--- config.mk ---
export PLATFORM = sky130hd
export DESIGN_NAME = shift_unit_seq
export DESIGN_NICKNAME = d
export VERILOG_FILES = /design/src/rtl/shift_pkg.sv /design/src/rtl/shift_amt_sel.sv /design/src/rtl/shift_unit_seq.sv
export SDC_FILE = /design/constraint.sdc
export NUM_CORES = 1
export LEC_CHECK = 0
export CAP_MARGIN = 15
export CORE_MARGIN = 1.5
export CORE_UTILIZATION = 35
export DETAILED_ROUTE_END_ITERATION = 7
export GPL_TIMING_DRIVEN = 0
export PLACE_DENSITY = 0.7
export SYNTH_ARGS = -nofsm -noshare
export SYNTH_HDL_FRONTEND = slang
export SYNTH_SLANG_ARGS = --single-unit
--- constraint.sdc ---
create_clock -name clk -period 3.6 [get_ports clk]
set_clock_uncertainty 0.2 [all_clocks]
set_input_delay 0.72 -clock clk [delete_from_list [all_inputs] [get_ports clk]]
set_output_delay 0.72 -clock clk [all_outputs]
set_load 0.005 [all_outputs]
--- src/rtl/shift_pkg.sv ---
// Shared encodings for the multicycle shift unit.
package shift_pkg;

    typedef enum logic [1:0] {
        MODE_SLL = 2'b00,
        MODE_SRL = 2'b01,
        MODE_SRA = 2'b10,
        MODE_ROR = 2'b11
    } mode_e;

    typedef enum logic [1:0] {
        SEL_SHAMT   = 2'b00,
        SEL_CONST   = 2'b01,
        SEL_REGB    = 2'b10,
        SEL_ILLEGAL = 2'b11
    } amt_sel_e;

    typedef enum logic [1:0] {
        ST_IDLE  = 2'b00,
        ST_SHIFT = 2'b01,
        ST_DONE  = 2'b10
    } state_e;

    localparam int SHAMT_LSB = 6;

endpackage

--- src/rtl/shift_amt_sel.sv ---
// Shift-amount source mux: shamt field, constant or register B.
module shift_amt_sel
    import shift_pkg::*;
#(
    parameter int DATA_W    = 32,
    parameter int AMT_W     = $clog2(DATA_W),
    parameter int CONST_AMT = 16
) (
    input  logic [1:0]        amt_sel,
    input  logic [15:0]       offset,
    input  logic [DATA_W-1:0] reg_b,
    output logic [AMT_W-1:0]  amt,
    output logic              illegal
);

    localparam int CONST_MOD = CONST_AMT % DATA_W;
    localparam logic [AMT_W-1:0] CAMT = CONST_MOD[AMT_W-1:0];

    // only a slice of each source feeds the mux
    logic unused_bits;
    assign unused_bits = ^{offset, reg_b};

    always_comb begin
        amt     = '0;
        illegal = 1'b0;
        unique case (amt_sel_e'(amt_sel))
            SEL_SHAMT: amt = offset[SHAMT_LSB +: AMT_W];
            SEL_CONST: amt = CAMT;
            SEL_REGB:  amt = reg_b[AMT_W-1:0];
            default:   illegal = 1'b1;
        endcase
    end

endmodule

--- src/rtl/shift_unit_seq.sv ---
// Iterative shifter: SHIFT_PER_CYCLE positions per cycle, start/busy/done.
module shift_unit_seq
    import shift_pkg::*;
#(
    parameter int DATA_W          = 32,
    parameter int AMT_W           = $clog2(DATA_W),
    parameter int CONST_AMT       = 16,
    parameter int SHIFT_PER_CYCLE = 1
) (
    input  logic              clk,
    input  logic              reset,
    input  logic              start,
    input  logic [1:0]        mode,
    input  logic [1:0]        amt_sel,
    input  logic [15:0]       offset,
    input  logic [DATA_W-1:0] reg_b,
    input  logic [DATA_W-1:0] data_in,
    output logic              busy,
    output logic              done,
    output logic              err,
    output logic [DATA_W-1:0] result,
    output logic [AMT_W-1:0]  amt_used
);

    localparam logic [AMT_W:0]   SPC_W = (AMT_W+1)'(SHIFT_PER_CYCLE);
    localparam logic [AMT_W-1:0] SPC_A = AMT_W'(SHIFT_PER_CYCLE);
    localparam logic [AMT_W:0]   DW    = (AMT_W+1)'(DATA_W);

    state_e            state;
    mode_e             mode_q;
    logic [DATA_W-1:0] work;
    logic [AMT_W-1:0]  rem;
    logic [AMT_W-1:0]  sel_amt;
    logic              illegal;
    logic              accept;
    logic [AMT_W-1:0]  k;
    logic [AMT_W-1:0]  rem_nxt;
    logic [AMT_W:0]    rsh;
    logic [DATA_W-1:0] nxt;

    shift_amt_sel #(
        .DATA_W    (DATA_W),
        .AMT_W     (AMT_W),
        .CONST_AMT (CONST_AMT)
    ) u_sel (
        .amt_sel (amt_sel),
        .offset  (offset),
        .reg_b   (reg_b),
        .amt     (sel_amt),
        .illegal (illegal)
    );

    assign accept = start && (state != ST_SHIFT);

    // k = min(rem, SHIFT_PER_CYCLE); rotate left-part uses DATA_W-k
    always_comb begin
        k = rem;
        if ({1'b0, rem} > SPC_W)
            k = SPC_A;
        rem_nxt = rem - k;
        rsh     = DW - {1'b0, k};
        nxt     = work;
        unique case (mode_q)
            MODE_SLL: nxt = work << k;
            MODE_SRL: nxt = work >> k;
            MODE_SRA: nxt = $signed(work) >>> k;
            MODE_ROR: nxt = (work >> k) | (work << rsh);
        endcase
    end

    always_ff @(posedge clk or negedge reset) begin
        if (!reset) begin
            state    <= ST_IDLE;
            mode_q   <= MODE_SLL;
            work     <= '0;
            rem      <= '0;
            result   <= '0;
            amt_used <= '0;
            busy     <= 1'b0;
            done     <= 1'b0;
            err      <= 1'b0;
        end else begin
            busy <= 1'b0;
            done <= 1'b0;
            err  <= 1'b0;
            if (accept && illegal) begin
                err   <= 1'b1;
                state <= ST_IDLE;
            end else if (accept) begin
                work     <= data_in;
                mode_q   <= mode_e'(mode);
                amt_used <= sel_amt;
                rem      <= sel_amt;
                if (sel_amt == '0) begin
                    state  <= ST_DONE;
                    done   <= 1'b1;
                    result <= data_in;
                end else begin
                    state <= ST_SHIFT;
                    busy  <= 1'b1;
                end
            end else if (state == ST_SHIFT) begin
                work <= nxt;
                rem  <= rem_nxt;
                if (rem_nxt == '0) begin
                    state  <= ST_DONE;
                    done   <= 1'b1;
                    result <= nxt;
                end else begin
                    busy <= 1'b1;
                end
            end else begin
                state <= ST_IDLE;
            end
        end
    end

endmodule

==> results of run 1 <==
==> sequential cells by signal, indices dropped and copies added (netlist names) <==
| register | cells |
|---|---|
| amt_used | 5 |
| busy | 1 |
| state | 2 |
| rem | 5 |
| mode_q | 2 |
| result | 32 |
| err | 1 |
| work | 32 |
| done | 1 |
==> layer usage <==
metal	track usage [%]	up-vias	share of wire [%]
li1	-	1968	-
met1	29.2	2043	46
met2	33.4	126	47
met3	3.78	13	5.5
met4	5.60	0	1.3
met5	0	-	0
==> cell families (layout without fill, tap and decap cells) <==
family | Yosys count | after routing | synth area share [%]
buf+inv | 54 | 156 | 6.45
simple gates | 132 | 132 | 12.6
compound gates | 110 | 110 | 15.1
mux | 107 | 107 | 24.9
other cells | 1 | 1 | 0.0743
fa+ha+maj | 3 | 3 | 0.744
flops | 81 | 81 | 40.2
==> stage by stage <==
stage | setup slack, ns | hold WS (ns) | setup TNS (ns)
6_report | 0.124 | 0.140 | 0
5_1_grt | 0.00605 | 0.177 | 0
4_1_cts | 0.161 | 0.160 | 0
3_5_place_dp | 0.180 | 0.274 | 0
3_3_place_gp | -1.25 | 0.267 | -101.04
2_1_floorplan | 0.618 | 0.224 | 0
==> placed cells by master, fill, tap and decap left out, types with 4 or more instances in the layout <==
cell / count
mux2_4: 21
mux2i_1: 32
o211ai_1: 7
o31ai_1: 8
clkbuf_16: 9
nand2b_1: 6
nand2_1: 45
nand3_1: 9
a21oi_1: 18
buf_6: 6
inv_1: 15
clkdlybuf4s50_1: 84
mux2_2: 53
o21ai_0: 23
a31oi_1: 7
buf_2: 16
dfrtp_1: 81
nor2_1: 36
buf_4: 7
and3_1: 4
a211o_1: 6
clkbuf_1: 9
a211oi_1: 10
nor3_1: 11
==> area by class of cell <==
type | count | area (um2)
inverter | 16 | 62.6
clock inverter | 5 | 103
fill | 1357 | 7500
timing repair buffer | 86 | 868
multi-input combinational | 353 | 2700
buffer | 38 | 263
tap | 180 | 225
sequential | 81 | 2030
clock buffer | 11 | 243
==> final timing paths <==
path | cells after the start | startpoint | to | slack [ns]
worst max-delay path | 14 | rem[1] | result[26] | 0.12
worst min-delay path | 1 | reset | rem[1] | 0.14
worst max register to register | 14 | rem[1] | result[26] | 0.12
worst min register to register | 1 | amt_used[0] | amt_used[0] | 0.28
max in group asynchronous | 2 | reset | work[12] | 2.45
min in group clk | 1 | amt_used[0] | amt_used[0] | 0.28
==> power groups by stage <==
stage,sequential (mW),combinational [mW],clock (mW)
global route,1.90,3.49,1.13
finish,1.84,3.19,1.07
floorplan,1.70,2.14,0
detailed placement,1.85,3.17,0
global placement,1.83,3.11,0
CTS,1.83,3.19,1.08
==> worst reg2reg max path: cells and delay by family, from the launching register on <==
family	cells	cell delay (ns)
buffers and inverters	6	1.11
AND/OR/NAND/NOR	4	0.79
multiplexers	2	0.46
flip-flops	1	0.36
adder cells (fa/ha/maj)	1	0.29
AO/OA/AOI/OAI	1	0.16
==> reports/metrics.yaml, run 1 <==
cellInternalPower_mw: 3.76
diodes: 0
fmax_mhz: 288
cp_max_fo: 10
grt_pass1_vias: 4231
endpoint_kind: "flip-flop"
fin_util_pct: 46.4
netlist_area_um2: 5050
crit_family: "buffers and inverters"
cp.buffers_inverters: 6
postRouteAntennaNets: 0
switching_power_mw: 2.35
dr.pass1.iters: 5
fin_total_pwr_mw: 6.10
hold_viol: 0
synth_top_area_share_pct: 40.2
slowest_stage: "dfrtp_1"
cts_buffers: 9
vias: 4150
rsz0062_at_grt: "false"
dp.cells: 754
swShare_pct: 38.5
peakVddDrop_mv: 0.362
path_clk_slew_ns: 0.06
clock_latency_ns: 0.35
synth_cells: 488
yosys.area.top_type: "dfrtp_1"
cts_setup_buffers: 0
ys.flop_type: "dfrtp_1"
dp_hpwl_um: 11100
avgSynthCellArea_um2: 10.3
hold_path.class: "in -> async"
routed_via_density: 5.39
post_cts_resized: 0
numClockSinks: 81
p_seq_share_pct: 30.1
slew_viol_final: 0
path_class: "reg -> reg"
slew_headroom_pct: 59.2
synth_area_leaders: "dfrtp_1, mux2_2, mux2i_1, mux2_4, nand2_1"
antenna_found_initial: 0
fp.coreArea_um2: 14000
cts_hold_buf: 0
synth_seq_area_share_pct: 40.2
powerDensity_nw_per_um2: 940
io_buffers: 85
gr-total-overflow: 0
ys_seq_elements: 81
outcome: "finished clean"
fp.dieW_um: 123
async_reset_ff_share_pct: 100
grt_pass1_wl_um: 23800
tightest_slew_ns: 0.613
power.leakage_nw: 2.92
yosysWarnings: 0
path_cells: "buf_4 > nor3_4 > nand2_4 > inv_4 > buf_2 > ha_1 > buf_6 > buf_6 > buf_4 > mux2i_1 > nor2_1 > nor3_1 > o31ai_1 > mux2_4"
maxCapViolCount: 0
cts_buffer_depth: 2
num_rows: 43
clkPwrFrac_pct: 17.6
placed_area_um2: 6140
finalCritPeriodShare_pct: 96.6
setup_viol: 0
synth_edf_count: 0
final_cells: 770
layout.nets: 675
syn_to_final_growth_pct: 28.6
die_area_um2: 15100
cts_tree: "yes"
gp_congestion: 0.938
p_comb_share_pct: 52.3
cp.arrival_ns: 3.51
synthTopCellsByCount: "dfrtp_1, mux2_2, nand2_1, nor2_1, mux2i_1"
worstPathRequired_ns: 3.64
h-tree-depth: 3
drt-initial-drc-count: 239
post-route-drc-count: 0
critPathMaxStageDelay_ns: 0.36
chipHeight_um: 123
grt_usage_pct: 20.9
start_kind: "flip-flop"
final_cell_area_um2: 6490
synth.most_common_cell: "dfrtp_1"
layout-drive-gt1-share_pct: 23.1
grt_max_degree: 44
wl_per_cell_um: 19.5
routed_wl_um: 15000
syn-num-nets: 578
synth_cell_types: 64
fin_crit_ns: 3.48
initial_core_util_pct: 36.1
root_buffer: "clkbuf_16"
ioPinCount: 127
Power figures use the tool's default switching activity.
==> run 2: changes to the inputs <==
Settings changed: ABC_AREA from default to 1.
Clock period 3.6 ns to 3.3 ns, I/O delays scaled along.
==> reports/metrics.yaml, run 2 <==
outcome: "finished clean"  # unchanged
num_rows: 43  # unchanged
path_clk_slew_ns: 0.06  # about the same
fmax_mhz: 326  # was 288 MHz
io_buffers: 88  # was 85
fin_util_pct: 46.6  # was 46.4%
syn-num-nets: 817  # was 578
tightest_slew_ns: 0.683  # was 0.613 ns
postRouteAntennaNets: 0  # unchanged
dp_hpwl_um: 12500  # was 11100 um
initial_core_util_pct: 36.0  # was 36.1%
critPathMostFrequentCell: "nor2_4"
gp_congestion: 0.994  # was 0.938
rr_endpoint: "work[9]"  # was result[26]
hold_path.class: "in -> async"  # unchanged
gr-total-overflow: 0  # unchanged
layout-drive-gt1-share_pct: 8.76  # was 23.1%
cp_max_fo: 10  # unchanged
die_area_um2: 15100  # about the same
r2r-start: "rem[2]"  # was rem[1]
wl_per_cell_um: 16.6  # was 19.5 um
path_cells: "nor2_4 > nand2_1 > nor2_4 > buf_6 > ha_1 > buf_2 > inv_1 > nor2_4 > buf_4 > nand4_1 > a21oi_1 > o22ai_1 > o21ai_1"  # was buf_4 > nor3_4 > nand2_4 > inv_4 > buf_2 > ha_1 > buf_6 > buf_6 > buf_4 > mux2i_1 > nor2_1 > nor3_1 > o31ai_1 > mux2_4
post-route-drc-count: 0  # unchanged
start_kind: "flip-flop"  # unchanged
finalCritPeriodShare_pct: 93.0  # was 96.6%
fp.dieW_um: 123  # about the same
async_reset_ff_share_pct: 100  # unchanged
ys_seq_elements: 81  # unchanged
r2r_slack_ns: 0.23  # was 0.12 ns
chipHeight_um: 123  # about the same
cp.arrival_ns: 3.15  # was 3.51 ns
cts_tree: "yes"  # unchanged
synthTopCellsByCount: "nand2_1, dfrtp_1, inv_1, nand3_1, o21ai_0"  # was dfrtp_1, mux2_2, nand2_1, nor2_1, mux2i_1
root_buffer: "clkbuf_16"  # unchanged
setup_viol: 0  # unchanged
ioPinCount: 127  # unchanged
syn_to_final_growth_pct: 29.3  # was 28.6%
slew_viol_final: 0  # unchanged
rsz0062_at_grt: "false"  # unchanged
synth_top_area_share_pct: 40.2  # about the same
slew_headroom_pct: 54.5  # was 59.2%
routed_wl_um: 16800  # was 15000 um
drt-initial-drc-count: 415  # was 239
powerDensity_nw_per_um2: 1060  # was 940 nW/um2
synth_cell_types: 41  # was 64
clock_latency_ns: 0.35  # about the same
grt_usage_pct: 23.2  # was 20.9%
final_common_cell: "nand2_1"  # was clkdlybuf4s50_1
synth_area_leaders: "dfrtp_1, nand2_1, nand3_1, o21ai_0, o21ai_1"  # was dfrtp_1, mux2_2, mux2i_1, mux2_4, nand2_1
numClockSinks: 81  # unchanged
avgSynthCellArea_um2: 6.93  # was 10.3 um2
synth_cells: 727  # was 488
cts_buffer_depth: 2  # unchanged
top_regs: "result (32), work (32)"  # unchanged
slowest_stage: "dfrtp_1"  # unchanged
post_cts_resized: 0  # unchanged
synth_seq_area_share_pct: 40.2  # about the same
grt_pass1_wl_um: 26200  # was 23800 um
r2r_cells: 13  # was 14
grt_max_degree: 49  # was 44
endpoint_kind: "flip-flop"  # unchanged
grt_pass1_vias: 4825  # was 4231
maxCapViolCount: 0  # unchanged
path_class: "reg -> reg"  # unchanged
synth.most_common_cell: "nand2_1"  # was dfrtp_1
yosys.area.top_type: "dfrtp_1"  # unchanged
hold-worst-slack_ns: 0.0459  # was 0.140 ns
cp.buffers_inverters: 4  # was 6
diodes: 0  # unchanged
crit_family: "simple AND/OR/NAND/NOR gates"  # was buffers and inverters
netlist_area_um2: 5040  # was 5050 um2
peakVddDrop_mv: 0.370  # was 0.362 mV
worstPathRequired_ns: 3.38  # was 3.64 ns
synth_edf_count: 0  # unchanged
routed_via_density: 5.11  # was 5.39
critPathMaxStageDelay_ns: 0.44  # was 0.36 ns
h-tree-depth: 3  # unchanged
cts_buffers: 9  # unchanged
yosysWarnings: 0  # unchanged
vias: 5172  # was 4150
fp.coreArea_um2: 14000  # unchanged
power.leakage_nw: 3.17  # was 2.92 nW
ys.flop_type: "dfrtp_1"  # unchanged
layout.nets: 918  # was 675
dr.pass1.iters: 5  # unchanged
fin_crit_ns: 3.07  # was 3.48 ns
antenna_found_initial: 0  # unchanged
hold_viol: 0  # unchanged
mostFrequentLayoutCells: "nand2_1, clkdlybuf4s50_1, dfrtp_1, inv_1, nand3_1"  # was clkdlybuf4s50_1, dfrtp_1, mux2_2, nand2_1, nor2_1
[run 2: cell types whose count changed after synthesis, sizes merged, moves of 6 or more]
cell / change
nand2b: -6
inv: +44
o21ai: +73
nand3: +44
mux2: -73
or2: +10
clkbuf: +6
nor3: -12
o31ai: -8
mux2i: -32
nand2: +241
a211oi: -10
a211o: -6
[run 2: layout make-up]
cell class / instances / area, um2
well taps: 180 / 225
clock buffers: 12 / 267
repair buffers: 90 / 913
fillers: 1456 / 7470
multi-input cells: 545 / 2550
plain buffers: 40 / 226
flip-flops and latches: 81 / 2030
clock inverters: 4 / 73.8
inverters: 61 / 231
[run 2: what timing repair did]
item / 4_1_cts / 5_1_grt
endpoints found under the setup margin: 0 / 2
buffers inserted: 0 / 1
hold buffers: 0 / 0
[run 2: kinds of logic (layout without fill, tap and decap cells)]
| logic type | after synthesis | count (layout) | synth area share (%) |
|---|---|---|---|
| buffers and inverters | 101 | 207 | 9.09 |
| adders and majority gates | 3 | 3 | 0.745 |
| DFF | 81 | 81 | 40.2 |
| xor gates and xnor gates | 3 | 3 | 0.521 |
| and+or+nand+nor | 396 | 396 | 33.4 |
| muxes | 1 | 1 | 0.223 |
| other | 1 | 1 | 0.0744 |
| AOI/OAI and AO/OA | 141 | 141 | 15.7 |
[run 2: routing by layer]
| layer | global-route usage, % | vias up | part of all wire (%) |
|---|---|---|---|
| met5 | 0 | - | 0 |
| met4 | 6.90 | 0 | 1.3 |
| met3 | 4.94 | 19 | 6.6 |
| met2 | 36.4 | 185 | 46 |
| met1 | 32.2 | 2406 | 46 |
| li1 | - | 2562 | - |
[run 2: through the flow]
step | area, um2 | power [mW] | TNS (ns) | setup WS, ns | instances
2_1_floorplan | 5040 | 4.30 | 0 | 0.871 | 727
3_3_place_gp | 6150 | 5.71 | -131.38 | -1.63 | 995
3_5_place_dp | 6170 | 5.75 | 0 | 0.184 | 996
4_1_cts | 6510 | 6.93 | 0 | 0.163 | 1012
5_1_grt | 6520 | 7.51 | 0 | 0.0853 | 1013
6_report | 6520 | 6.92 | 0 | 0.229 | 1013
[run 2: power breakdown]
group / switching (mW) / internal [mW]
logic: 2.45 / 1.51
registers: 0.326 / 1.49
clock network: 0.415 / 0.724
[run 2: worst max path at each step]
stage	from	slack, ns	cells past startpoint	to
finish	rem[2]	0.23	13	work[9]
global route	rem[2]	0.09	13	work[9]
CTS	rem[2]	0.16	13	result[9]
detailed placement	start	0.18	9	work[7]
global placement	reset	-1.63	1	amt_used[0]
floorplan	rem[2]	0.87	13	result[9]
[run 2: worst register-to-register path, cell delays in order (launching register included)]
cell,delay (ns)
dfrtp_1,0.44
nor2_4,0.26
nand2_1,0.13
nor2_4,0.22
buf_6,0.21
ha_1,0.15
buf_2,0.21
inv_1,0.14
nor2_4,0.17
buf_4,0.22
nand4_1,0.14
a21oi_1,0.19
o22ai_1,0.15
o21ai_1,0.15
==> run 3: changes to the inputs <==
Settings changed: SETUP_SLACK_MARGIN from default to 0.05.
==> results of run 3 <==
The final DEF is identical to that of run 2; final timing and power are the same.
